<file path="src/rtl/axis_byte_fifo.sv">
// AXI-stream byte FIFO with first-word-fall-through output register.
// Decouples USB bulk bursts from the UART drain; exposes fill level, almost-full and a high-water mark.
module axis_byte_fifo #(
  parameter int DATA_WIDTH   = 8,
  parameter int DEPTH        = 64,
  parameter int AFULL_THRESH = 48
) (
  input  logic                    clk,
  input  logic                    rst,
  input  logic [DATA_WIDTH-1:0]   s_axis_tdata,
  input  logic                    s_axis_tvalid,
  output logic                    s_axis_tready,
  output logic [DATA_WIDTH-1:0]   m_axis_tdata,
  output logic                    m_axis_tvalid,
  input  logic                    m_axis_tready,
  output logic [$clog2(DEPTH):0]  level,
  output logic                    almost_full,
  output logic [$clog2(DEPTH):0]  max_level,
  input  logic                    clear_max
);

  localparam int AW = $clog2(DEPTH);
  localparam int LW = AW + 1;
  localparam logic [LW-1:0] DEPTH_L = LW'(DEPTH);
  localparam logic [LW-1:0] AFULL_L = LW'(AFULL_THRESH);

  logic [DATA_WIDTH-1:0] mem [DEPTH];
  logic [AW-1:0]         wr_ptr;
  logic [AW-1:0]         rd_ptr;
  logic [AW-1:0]         rd_ptr_nxt;
  logic [LW-1:0]         level_nxt;
  logic [DATA_WIDTH-1:0] head_nxt;
  logic                  push;
  logic                  pop;
  logic                  load_head;

  // Every word lives in mem; the output register mirrors the entry at rd_ptr.
  // A push landing on the next head slot (FIFO otherwise empty) is bypassed
  // straight into the output register for single-cycle write-to-output latency.
  always_comb begin
    push       = s_axis_tvalid & s_axis_tready;
    pop        = m_axis_tvalid & m_axis_tready;
    rd_ptr_nxt = rd_ptr + AW'(pop);
    level_nxt  = level + LW'(push) - LW'(pop);
    head_nxt   = (push && (wr_ptr == rd_ptr_nxt)) ? s_axis_tdata : mem[rd_ptr_nxt];
    load_head  = (pop || !m_axis_tvalid) && (level_nxt != '0);
  end

  always_ff @(posedge clk) begin
    if (push) mem[wr_ptr] <= s_axis_tdata;
  end

  always_ff @(posedge clk or posedge rst) begin
    if (rst) begin
      wr_ptr        <= '0;
      rd_ptr        <= '0;
      level         <= '0;
      s_axis_tready <= 1'b0;
      m_axis_tvalid <= 1'b0;
      m_axis_tdata  <= '0;
      almost_full   <= 1'b0;
      max_level     <= '0;
    end else begin
      wr_ptr        <= wr_ptr + AW'(push);
      rd_ptr        <= rd_ptr_nxt;
      level         <= level_nxt;
      s_axis_tready <= (level_nxt < DEPTH_L);
      almost_full   <= (level_nxt >= AFULL_L);
      m_axis_tvalid <= (level_nxt != '0);
      // Output data only moves when the current head is consumed or absent,
      // which keeps tdata stable while the sink stalls.
      if (load_head) m_axis_tdata <= head_nxt;
      if (clear_max)
        max_level <= level_nxt;
      else if (level_nxt > max_level)
        max_level <= level_nxt;
    end
  end

endmodule

</file>
<file path="config.mk">
export PLATFORM = sky130hd
export DESIGN_NAME = axis_byte_fifo
export DESIGN_NICKNAME = d
export VERILOG_FILES = /design/src/rtl/axis_byte_fifo.sv
export SDC_FILE = /design/constraint.sdc
export NUM_CORES = 1
export LEC_CHECK = 0
export BUFFER_PORTS_ARGS = -buffer_cell sky130_fd_sc_hd__buf_2
export CAP_MARGIN = 10
export CORE_UTILIZATION = 25
export DETAILED_ROUTE_END_ITERATION = 7
export GPL_TIMING_DRIVEN = 0
export PLACE_DENSITY_LB_ADDON = 0.1
export SYNTH_ARGS = -nofsm -noshare
export SYNTH_HDL_FRONTEND = slang
export SYNTH_SLANG_ARGS = --single-unit
</file>
<file path="constraint.sdc">
create_clock -name clk -period 3.8 [get_ports clk]
set_input_delay 0.76 -clock clk [delete_from_list [all_inputs] [get_ports clk]]
set_output_delay 0.76 -clock clk [all_outputs]
set_load 0.01 [all_outputs]
</file>
# Word-level counts from Yosys, hierarchy flattened
# Memories as Yosys holds them, arrays and structs flattened. A register that Yosys moved wholly into a read port is not among the register bits.
# Cells that the tools add are included.
[word_totals]
reg_bits = 29
latchBits = 0
ramBits = 512
rom_bits = 0
in_bits = 13
mem_count = 1
[mem_list]
columns = ["memory", "depth", "word_bits", "read_ports", "rd_ports_with_merged_regs", "wr", "line", "text"]
rows = [
  ["mem", 64, 8, 1, 1, 1, "27", "logic [DATA_WIDTH-1:0] mem [DEPTH];"],
]
[classes]
addsub = 4
n_mul = 0
n_div = 0
n_lt_le_gt_ge = 3
n_eq_ne = 0
shift = 0
n_mux = 4
bitwise = 2
n_reduce_logical = 5
[ops]
columns = ["cell", "n"]
rows = [
  ["$mux 7", 2],
  ["$add 6x1->6", 2],
  ["$add 7x1->7", 1],
  ["$ge 7x6->1 const B", 1],
  ["$gt 7x7->1", 1],
  ["$lt 7x7->1 const B", 1],
  ["$reduce_bool 7->1", 1],
  ["$sub 7x1->7", 1],
  ["$and 1x1->1", 2],
  ["$mux 1", 2],
  ["$reduce_bool 2->1", 1],
  ["$logic_and 1x1->1", 1],
  ["$logic_not 1->1", 1],
  ["$logic_or 1x1->1", 1],
]

# Depth between registers and ports, before layout
# Gate-level depths: netlist of the first run.
[logic_depth]
depth_word = 6
depth_mapped = 14

# Worst setup path after synthesis of the first run
# OpenSTA, ideal clock, no wires.
[synth_path]
kind = "input to register"
start = "input port m_axis_tready"
end = "register max_level[0]"
setup_ps = 125
arrival_time_ps = 3768
required_ps = 3675
path_slack_ps = -94
path_stages = 14
n_path_buf = 0
path_cell_list = "and2_1 -> ha_1 -> inv_1 -> ha_1 -> fa_1 -> a211oi_2 -> o21bai_1 -> a21oi_2 -> xor2_2 -> ha_1 -> inv_1 -> o31a_1 -> a21oi_4 -> mux2_4"
[synth_via]
elab_chain_len = 4
elab_cells_between_ends = 6
cone_classes = "add/sub: 1; order compare: 1; mux: 2; bitwise: 1; reduce/logical: 1"
[synth_rtl]
columns = ["element", "line", "text"]
rows = [
  ["from (decl)", "15", "input logic m_axis_tready,"],
  ["$and 1x1->1", "42", "pop = m_axis_tvalid & m_axis_tready;"],
  ["$sub 7x1->7", "44", "level_nxt = level + LW'(push) - LW'(pop);"],
  ["named net level_nxt[6]", "31", "logic [LW-1:0] level_nxt;"],
  ["$gt 7x7->1", "75", "else if (level_nxt > max_level)"],
  ["$reduce_bool 2->1 (no line)", "n/a", ""],
  ["to (signal assigned)", "74", "max_level <= level_nxt;"],
  ["to (signal assigned)", "76", "max_level <= level_nxt;"],
  ["to (decl)", "18", "output logic [$clog2(DEPTH):0] max_level,"],
]
# The timed path passes the listed nets, and every way through them passes these cells. The select of a mux whose other input is x is not followed.
# A chain may end at the register's enable or synchronous reset.

# Worst setup path in the final report of the first run
[layout_path]
start = "register m_axis_tvalid"
end = "register m_axis_tdata[7] (read register of mem)"
[layout_via]
elab_cells_between_ends = 7
cone_classes = "add/sub: 2; bitwise: 1; reduce/logical: 4"
[layout_lines]
columns = ["element", "line", "text"]
rows = [
  ["from (decl)", "14", "output logic m_axis_tvalid,"],
  ["from (signal assigned)", "69", "m_axis_tvalid <= (level_nxt != '0);"],
  ["$and 1x1->1", "42", ""],
  ["$add 6x1->6", "43", "rd_ptr_nxt = rd_ptr + AW'(pop);"],
  ["named net rd_ptr_nxt[1]", "30", "logic [AW-1:0] rd_ptr_nxt;"],
  ["to (decl)", "13", "output logic [DATA_WIDTH-1:0] m_axis_tdata,"],
]
# The timed path passes the listed nets, and every way through them passes these cells.

==> key figures, run 1 <==
Status
  • Status: finished clean

Logic synthesis
  • Leading area contributor after synthesis: edfxtp_1
  • Post-synth ARST share: 6.74%
  • Post-synthesis sequential area ratio: 73.6%
  • Top_reg_cell synth: edfxtp_1
  • Mapped Area: approximately 22000 um^2
  • #FFs+latches synth: roughly 550
  • Cells after Synth: 1204
  • Post-synth top cells: edfxtp_1, nand2_1, mux4_2
  • Mapped Nets: 1234
  • Post-synth EDFFs: between 500 and 600
  • Top-count cell post-synth: edfxtp_1
  • Cells taking the most area after synthesis: edfxtp_1, mux4_2, dfrtp_1
  • Synth warn: 0
  • Mean Syn Cell Area: ~18 um^2
  • Yosys cell types: 70
  • Top cell type's share of synthesized area: a little over two thirds

Drt
  • Drt first pass iters: 5
  • Avg WL per Cell: ~25 um
  • Routed Antenna Nets: 0
  • Post-DR vias/cell: approximately 4.5
  • Routed WL: 63400 um
  • Via count: around 11000
  • DRC: 0
  • Iteration-0 DRC Markers: roughly 900

Floorplanning
  • IO Count: 38
  • Width of the die: 300 um
  • Rows: 108
  • Die area: ~90000 um^2
  • Core area: 87300 um^2
  • Initial Utilization: roughly 25%
  • Chip height: roughly 300 um

Critical path
  • Slowest stage delay, CP: around 0.5 ns
  • Crit-path slowest cell: a31oi_1
  • Startpoint types: register
  • Setup crit end kind: register
  • Critical path buffers and inverters: 3
  • Worst EP required: ~4.3 ns
  • Crit path kind: reg -> reg
  • Delay-heaviest family, CP: compound AO/OA/AOI/OAI gates
  • CP Max Fanout: 10
  • Crit path arrival time: 4.17 ns
  • Cell Chain, Critical Path: and2_1, ha_1, ha_1, buf_4, buf_4, clkbuf_2, mux4_2, nand2_1, a31oi_1, o2111ai_2, and3_1, o211ai_1

Global routing
  • Gr ovfl total: 0
  • Total GRT Usage: around 14%
  • Number of global-route vias before repair: 11836
  • First-pass GRT wire length: between 90000 and 100000 um
  • Largest net degree at the start of global routing: between 60 and 70
  • Number of antenna violations at the first check in global routing: 1

STA
  • Crit share post-route: between 90 and 100%
  • Fmax: roughly 0.27 GHz
  • Slew Limit Headroom: between 30% and 40%
  • Slew at the pin with the worst max-slew slack: 1.03 ns
  • Final Skew: roughly 0.019 ns
  • Fin crit period: around 3.7 ns
  • Final hold slack: approximately 0.35 ns
  • Max Slew Vio Count: 0
  • Final setup violation count: 0
  • Final hold violations: 0

Pwr
  • Leakage: 8.35 nW
  • Peak supply drop: 0.487 mV
  • Design Power: 0.0225 W
  • PwrDens: 865 nW/um^2

Placed design
  • DP Area: between 20000 and 25000 um^2
  • Placed Cells: about 2400
  • Dpl hpwl: about 40000 um
  • Final RePlAce weighted congestion: just under 0.8
  • Port Buffers: 37

Clock network
  • Worst skew pair latency: 0.60 ns
  • Total clock buffers created by CTS: 66
  • Htree depth: 3
  • Sink Count: around 550
  • Hold_buf cts: 0
  • Root buffer cell: clkbuf_16
  • CTS tree: built
  • Clk buf depth: 3
  • Worst-path clk slew: roughly 0.06 ns

Final layout
  • Inserted Diodes: 0
  • Layout Cells excl Fill: approximately 2500
  • Design area: 26000 um^2
  • Layout cells sized above 1: between 20% and 30%
  • Area Growth Syn to Fin: 17.2%
  • Nets: 1351

Min path
  • Type of the worst min-delay path: in -> async

Flow run
  • Max cap viols: 0
==> what timing repair did <==
item	in CTS	in global routing
pin swaps	2	7
resized for setup	14	13
buffers inserted	1	5
setup endpoints to repair	12	13
==> cell type report <==
class / instances / area, um^2
Tap cell: 1155 / 1450
Timing Repair Buffer: 49 / 345
Sequential cell: 549 / 16300
Clock buffer: 85 / 1790
Fill cell: 8636 / 61300
Clock inverter: 24 / 136
Multi-Input combinational cell: 570 / 5550
Buffer: 60 / 320
Inverter: 25 / 96.3
==> worst reg2reg max path, cell delays in order, from the launching register on <==
cell and delay, ns:
dfrtp_1 0.38, and2_1 0.19, ha_1 0.24, ha_1 0.31, buf_4 0.22, buf_4 0.31, clkbuf_2 0.39, mux4_2 0.30
nand2_1 0.06, a31oi_1 0.50, o2111ai_2 0.24, and3_1 0.27, o211ai_1 0.18
==> cell usage in the layout (no fill, tap or decap), types with 7 or more instances in the layout <==
cell and count:
a2bb2oi_1 8, a31oi_1 14, a32oi_1 24, and3_1 10, buf_2 49, buf_4 25
clkbuf_1 35, clkbuf_16 69, clkbuf_2 7, clkinv_1 16, dfrtp_1 37, edfxtp_1 512
ha_1 14, inv_1 21, mux2i_1 25, mux4_2 112, nand2_1 129, nand3_1 25
nor2_1 70, nor2b_1 13, o2111ai_1 7, o211ai_1 7, o21ai_0 11, or4b_1 7
xnor2_1 9, xor2_1 7
==> stage by stage <==
stage,utilization [%],TNS (ns),worst slack [ns]
after floorplan,-,0,0.00713
after global placement,27.3,-9.24,-0.883
after detailed placement,27.4,-8.78,-0.870
after CTS,29.7,0,0.00704
after global routing,29.8,-0.0617,-0.0171
final,29.8,0,0.144
==> power breakdown <==
part / internal [W] / switching [W] / total (W)
clock network: 0.00336 / 0.00243 / 0.00579
logic: 0.00374 / 0.00579 / 0.00953
registers: 0.00695 / 0.000190 / 0.00714
==> per-layer routing <==
layer	share of wire [%]	GRT usage, %	vias to the layer above
met1	47	20.0	6053
met3	4.6	2.70	83
met2	46	22.3	246
met4	2.4	4.05	0
li1	-	-	5039
met5	0	0	-
==> cell families (layout without fill, tap and decap cells) <==
logic type	after synthesis	count (layout)	synth area share, %
DFF	549	549	73.6
buffers and inverters	85	243	1.81
muxes	141	141	12.8
xor gates and xnor gates	21	21	0.966
and+or+nand+nor	287	287	6.28
adders and majority gates	18	18	1.04
AOI/OAI and AO/OA	103	103	3.55
==> sequential cells by signal, summed over array words and instances (netlist names) <==
signal	cells
almost_full	1
s_axis_tready	1
m_axis_tdata	8
wr_ptr	6
rd_ptr	6
mem	512
m_axis_tvalid	1
level	7
max_level	7
==> worst paths after layout <==
path | start | endpoint | slack [ns] | depth (start not counted)
hold reg to reg | rd_ptr[0] | rd_ptr[0] | 0.51 | 1
setup reg to reg | m_axis_tvalid | m_axis_tdata[7] | 0.14 | 12
min in group clk | rd_ptr[0] | rd_ptr[0] | 0.51 | 1
hold / removal | rst | rd_ptr[2] | 0.35 | 2
setup / recovery | m_axis_tvalid | m_axis_tdata[7] | 0.14 | 12
max in group asynchronous | rst | wr_ptr[5] | 2.90 | 2
Note: power is estimated with default switching activity, not from simulation.
==> run 2, diff against run 1 <==
--- a/config.mk
+++ b/config.mk
@@ -9,7 +9,6 @@
 export CAP_MARGIN = 10
 export CORE_UTILIZATION = 25
 export DETAILED_ROUTE_END_ITERATION = 7
-export GPL_TIMING_DRIVEN = 0
 export PLACE_DENSITY_LB_ADDON = 0.1
 export SYNTH_ARGS = -nofsm -noshare
 export SYNTH_HDL_FRONTEND = slang
==> run 2 against run 1 <==
Net effect: sequential share of layout area fell by 2.0 points; cell area rose by 3.4%; worst setup slack improved by 0.076 ns; cell count rose by 3.5%; global-route usage barely moved; critical path depth rose by 2; register-to-register slack improved by 0.08 ns; first-iteration DRC count fell by 3.2%; hold slack got worse by 0.085 ns; non-clock buffer count rose by 82; largest cell class unchanged.
==> key figures, run 2 (synthesized netlist as in run 1, its figures left out) <==
Drt
  • Routed WL: around 63000 um
  • Iteration-0 DRC Markers: just under 900
  • Post-DR vias/cell: between 4 and 5
  • DRC: 0
  • Routed Antenna Nets: 0
  • Avg WL per Cell: approximately 24 um
  • Via count: 11629
  • Drt first pass iters: 7

STA
  • Fmax: approximately 0.28 GHz
  • Final Skew: around 0.024 ns
  • Max Slew Vio Count: 0
  • Final hold slack: between 0.2 and 0.3 ns
  • Final hold violations: 0
  • Slew Limit Headroom: roughly 33%
  • Crit share post-route: between 90% and 100%
  • Slew at the pin with the worst max-slew slack: approximately 1 ns
  • Final setup violation count: 0
  • RSZ-0062 raised after global routing: false
  • Fin crit period: 3.58 ns

Critical path
  • Startpoint types: register
  • Crit path arrival time: 4.07 ns
  • CP Max Fanout: 5
  • Worst EP required: 4.29 ns
  • Crit path kind: reg -> reg
  • Setup crit end kind: register

Global routing
  • Largest net degree at the start of global routing: 46
  • Gr ovfl total: 0
  • Total GRT Usage: between 10% and 20%
  • First-pass GRT wire length: 91200 um
  • Number of antenna violations at the first check in global routing: 5
  • Number of global-route vias before repair: around 12000

Final layout
  • Layout cells sized above 1: between 20% and 30%
  • Nets: roughly 1400
  • Max reg flops: ~500
  • Most frequent cells in the layout: edfxtp_1, buf_4, nand2_1
  • Reg with most FFs: mem
  • Biggest regs: mem (512), m_axis_tdata (8)
  • Most common cell after layout, fill and taps aside: edfxtp_1
  • Area Growth Syn to Fin: 21.2%

Clock network
  • Root buffer cell: clkbuf_16
  • Worst skew pair latency: 0.62 ns
  • Sink Count: between 500 and 600
  • Clk buf depth: 3
  • Htree depth: 2
  • CTS tree: built
  • Worst-path clk slew: around 0.060 ns
  • Total clock buffers created by CTS: ~60

Floorplanning
  • Core area: 87300 um^2
  • Chip height: around 300 um
  • Initial Utilization: approximately a quarter
  • Rows: ~110
  • Width of the die: 300 um
  • IO Count: 38
  • Die area: between 80000 and 90000 um^2

Placed design
  • Dpl hpwl: about 40000 um
  • Final RePlAce weighted congestion: between 0.7 and 0.8
  • Port Buffers: 37

Pwr
  • Leakage: 8.95 nW
  • Design Power: ~0.023 W
  • PwrDens: 862 nW/um^2
  • Peak supply drop: roughly 0.57 mV

Min path
  • Type of the worst min-delay path: in -> async

Status
  • Status: finished clean

Flow run
  • Max cap viols: 0
[run 2: worst max-delay path, cell delays in order (launching register included)]
cell      delay (ns)
dfrtp_1         0.39
and2_1          0.19
ha_1            0.27
inv_1           0.04
ha_2            0.19
fa_2            0.38
a211oi_2        0.26
o21bai_1        0.12
a21oi_2         0.17
xor2_2          0.11
ha_1            0.34
inv_1           0.06
o31a_1          0.33
a21oi_4         0.27
mux2_4          0.32
[run 2: routing by layer]
metal,share of wire [%],up-vias,routed length [um],GRT usage [%]
met1,47,6109,29700,20.1
met5,0.060,-,38,0
met2,46,236,29000,22.3
met3,4.7,84,2920,2.68
li1,-,5194,-,-
met4,2.0,6,1230,3.58
[run 2: cell type report]
class / instances / area (um^2)
clock inverters: 35 / 412
well taps: 1155 / 1450
flip-flops and latches: 549 / 16300
multi-input cells: 570 / 5500
inverters: 25 / 97.6
fillers: 8598 / 60400
clock buffers: 78 / 1610
repair buffers: 191 / 1490
diodes: 1 / 2.50
[run 2: worst paths after layout]
path | from | to | slack [ns] | depth (start not counted)
worst max-delay path | m_axis_tvalid | max_level[3] | 0.22 | 14
worst min-delay path | rst | almost_full | 0.27 | 3
worst max register to register | m_axis_tvalid | max_level[3] | 0.22 | 14
worst min register to register | max_level[6] | max_level[6] | 0.55 | 2
max in group asynchronous | rst | rd_ptr[1] | 3.15 | 3
min in group clk | clear_max | max_level[5] | 0.49 | 3
[run 2: stage by stage]
step	instances	setup TNS, ns	setup slack (ns)	cell area (um^2)	util, %
floorplan	1204	0	0.00713	22200	-
global placement	2490	-1.17	-0.202	24800	28.4
detailed placement	2490	-1.42	-0.228	24800	28.4
CTS	2603	0	0.183	26900	30.8
global route	2603	0	0.00665	26900	30.8
finish	2604	0	0.220	26900	30.8
[run 2: power by group]
group / switching (W) / internal [W]
Clock: 0.00243 / 0.00359
Combinational: 0.00553 / 0.00437
Sequential: 0.000282 / 0.00694
[run 2: timing repair]
action | in CTS | in global routing
gates resized for setup | 0 | 1
setup endpoints to repair | 0 | 4
setup buffers | 0 | 0
hold buffers | 0 | 0
==> run 3, diff against run 2 <==
--- a/config.mk
+++ b/config.mk
@@ -8,8 +8,10 @@
 export BUFFER_PORTS_ARGS = -buffer_cell sky130_fd_sc_hd__buf_2
 export CAP_MARGIN = 10
 export CORE_UTILIZATION = 25
+export CTS_CLUSTER_SIZE = 16
 export DETAILED_ROUTE_END_ITERATION = 7
 export PLACE_DENSITY_LB_ADDON = 0.1
+export REMOVE_ABC_BUFFERS = 1
 export SYNTH_ARGS = -nofsm -noshare
 export SYNTH_HDL_FRONTEND = slang
 export SYNTH_SLANG_ARGS = --single-unit
==> run 3 against run 2 <==
Net effect: wire length increased by 1.2%; die area unchanged; critical path depth increased by 1; global-route usage increased by 0.092 points; clock power decreased by 0.7%; sequential cell count unchanged; worst setup slack improved by 0.0044 ns; utilization increased by 0.30 points; maximum frequency increased by 0.12%; via count increased by 1.1%.
==> key figures, run 3 (synthesized netlist as in run 1, its figures left out) <==
Critical path
  • Worst EP required: 4.28 ns
  • Critical path buffers and inverters: 2
  • Startpoint types: register
  • Crit-path slowest cell: dfrtp_1
  • Cell Chain, Critical Path: and2_1, ha_1, inv_1, ha_1, buf_4, a21o_1, a21oi_1, xnor2_1, ha_1, nand2_1, o21a_1, maj3_2, a211o_1, a21oi_4, mux2_4
  • Setup crit end kind: register
  • CP most frequent cell: ha_1
  • CP Max Fanout: 5
  • Delay-heaviest family, CP: compound AO/OA/AOI/OAI gates
  • Slowest stage delay, CP: 0.41 ns
  • Crit path arrival time: between 4 and 5 ns
  • Crit path kind: reg -> reg

STA
  • Fmax: 0.280 GHz
  • RSZ-0062 raised after global routing: false
  • Crit share post-route: a little over nine tenths
  • Final setup violation count: 0
  • Max Slew Vio Count: 0
  • Final hold slack: ~0.29 ns
  • Final Skew: ~0.025 ns
  • Fin crit period: 3.58 ns
  • Slew at the pin with the worst max-slew slack: between 1 and 1.5 ns
  • Slew Limit Headroom: 32.0%
  • Setup TNS: 0 ns
  • Final hold violations: 0

Floorplanning
  • IO Count: 38
  • Rows: between 100 and 150
  • Initial Utilization: around a quarter
  • Width of the die: around 300 um
  • Core area: between 80000 and 90000 um^2
  • Chip height: around 300 um
  • Die area: between 80000 and 90000 um^2

Final layout
  • Layout cells sized above 1: between 30% and 40%
  • Design area: about 27000 um^2
  • Post-layout util: a little under a third
  • Reg with most FFs: mem
  • Biggest regs: mem (512), m_axis_tdata (8)
  • Max reg flops: roughly 510
  • Most frequent cells in the layout: edfxtp_1, buf_4, nand2_1
  • Most common cell after layout, fill and taps aside: edfxtp_1
  • Area Growth Syn to Fin: 22.4%
  • Nets: around 1500
  • Layout Cells excl Fill: approximately 2600

Drt
  • DRC: 0
  • Avg WL per Cell: between 20 and 25 um
  • Via count: 11758
  • Drt first pass iters: 5
  • Routed WL: 63600 um
  • Post-DR vias/cell: between 4 and 5
  • Iteration-0 DRC Markers: 827
  • Routed Antenna Nets: 0

Placed design
  • Final RePlAce weighted congestion: approximately 0.79
  • DP Area: 25100 um^2
  • Placed Cells: roughly 2500
  • Dpl hpwl: 41100 um
  • Port Buffers: 37

Global routing
  • First-pass GRT wire length: approximately 91000 um
  • Number of global-route vias before repair: 12218
  • Number of antenna violations at the first check in global routing: 0
  • Gr ovfl total: 0
  • Total GRT Usage: between 10 and 15%
  • Largest net degree at the start of global routing: 56

Clock network
  • Worst skew pair latency: roughly 0.60 ns
  • CTS tree: built
  • Htree depth: 3
  • Worst-path clk slew: 0.06 ns
  • Clk buf depth: 3
  • Root buffer cell: clkbuf_16
  • Sink Count: roughly 550
  • Total clock buffers created by CTS: 66

Flow run
  • Max cap viols: 0

Min path
  • Type of the worst min-delay path: in -> async

Pwr
  • Leakage: 9.09 nW
  • Peak supply drop: between 0.3 and 0.4 mV
  • PwrDens: between 800 and 900 nW/um^2

Status
  • Status: finished clean
## run 3: cell types whose count changed in the layout (fill, tap and decap cells not counted)
cell	previous run	this run
buf_12	12	22
buf_4	142	152
clkbuf_16	62	69
clkinv_1	6	13
bufinv_16	9	3
clkinv_2	17	13
clkinvlp_4	3	1
inv_6	0	2
clkbuf_1	16	15
clkinv_4	0	1
clkinv_8	1	0
ha_1	13	14
ha_2	1	0
inv_1	22	21
## run 3: what timing repair did
item | 4_1_cts | 5_1_grt
resized for setup | 0 | 1
setup endpoints to repair | 0 | 4
setup buffers | 0 | 1
hold buffers | 0 | 0
## run 3: per-stage QoR
stage / setup slack, ns / total power, W
floorplan: -2.86 / 0.0130
global placement: -0.324 / 0.0178
detailed placement: -0.330 / 0.0178
CTS: 0.0868 / 0.0239
global route: 0.0202 / 0.0247
finish: 0.225 / 0.0235
## run 3: area by class of cell
type	count	area, um^2
fillers	8565	60200
clock inverters	31	229
flip-flops and latches	549	16300
multi-input cells	570	5490
diodes	1	2.50
inverters	25	97.6
well taps	1155	1450
clock buffers	84	1780
repair buffers	211	1770
## run 3: layer usage
layer  vias to the layer above  global-route usage (%)  routed length (um)
li1                       5261                       -                   -
met4                         0                    4.11                1240
met1                      6211                    20.6               30800
met2                       214                    22.0               29100
met3                        72                    2.48                2510
met5                         -                       0                   0
## run 3: worst paths after layout
path                                from               to  depth (start not counted)  slack, ns
min                                  rst     max_level[1]                          3       0.29
min in group clk               clear_max     max_level[5]                          3       0.53
min reg2reg                 max_level[1]     max_level[1]                          1       0.54
max                        m_axis_tvalid     max_level[0]                         15       0.22
max in group asynchronous            rst  m_axis_tdata[5]                          3       3.12
max reg2reg                m_axis_tvalid     max_level[0]                         15       0.22
## run 3: tightest hold or removal path, delay by kind of cell
family | cells | cell delay, ns
buffers and inverters | 3 | 0.58
## run 3: report_power, final
group          switching (W)  leakage [nW]  internal (W)
Combinational        0.00560          3.06       0.00465
Sequential          0.000293          5.04       0.00694
Clock                0.00247         0.989       0.00351
Total                0.00836          9.09        0.0151
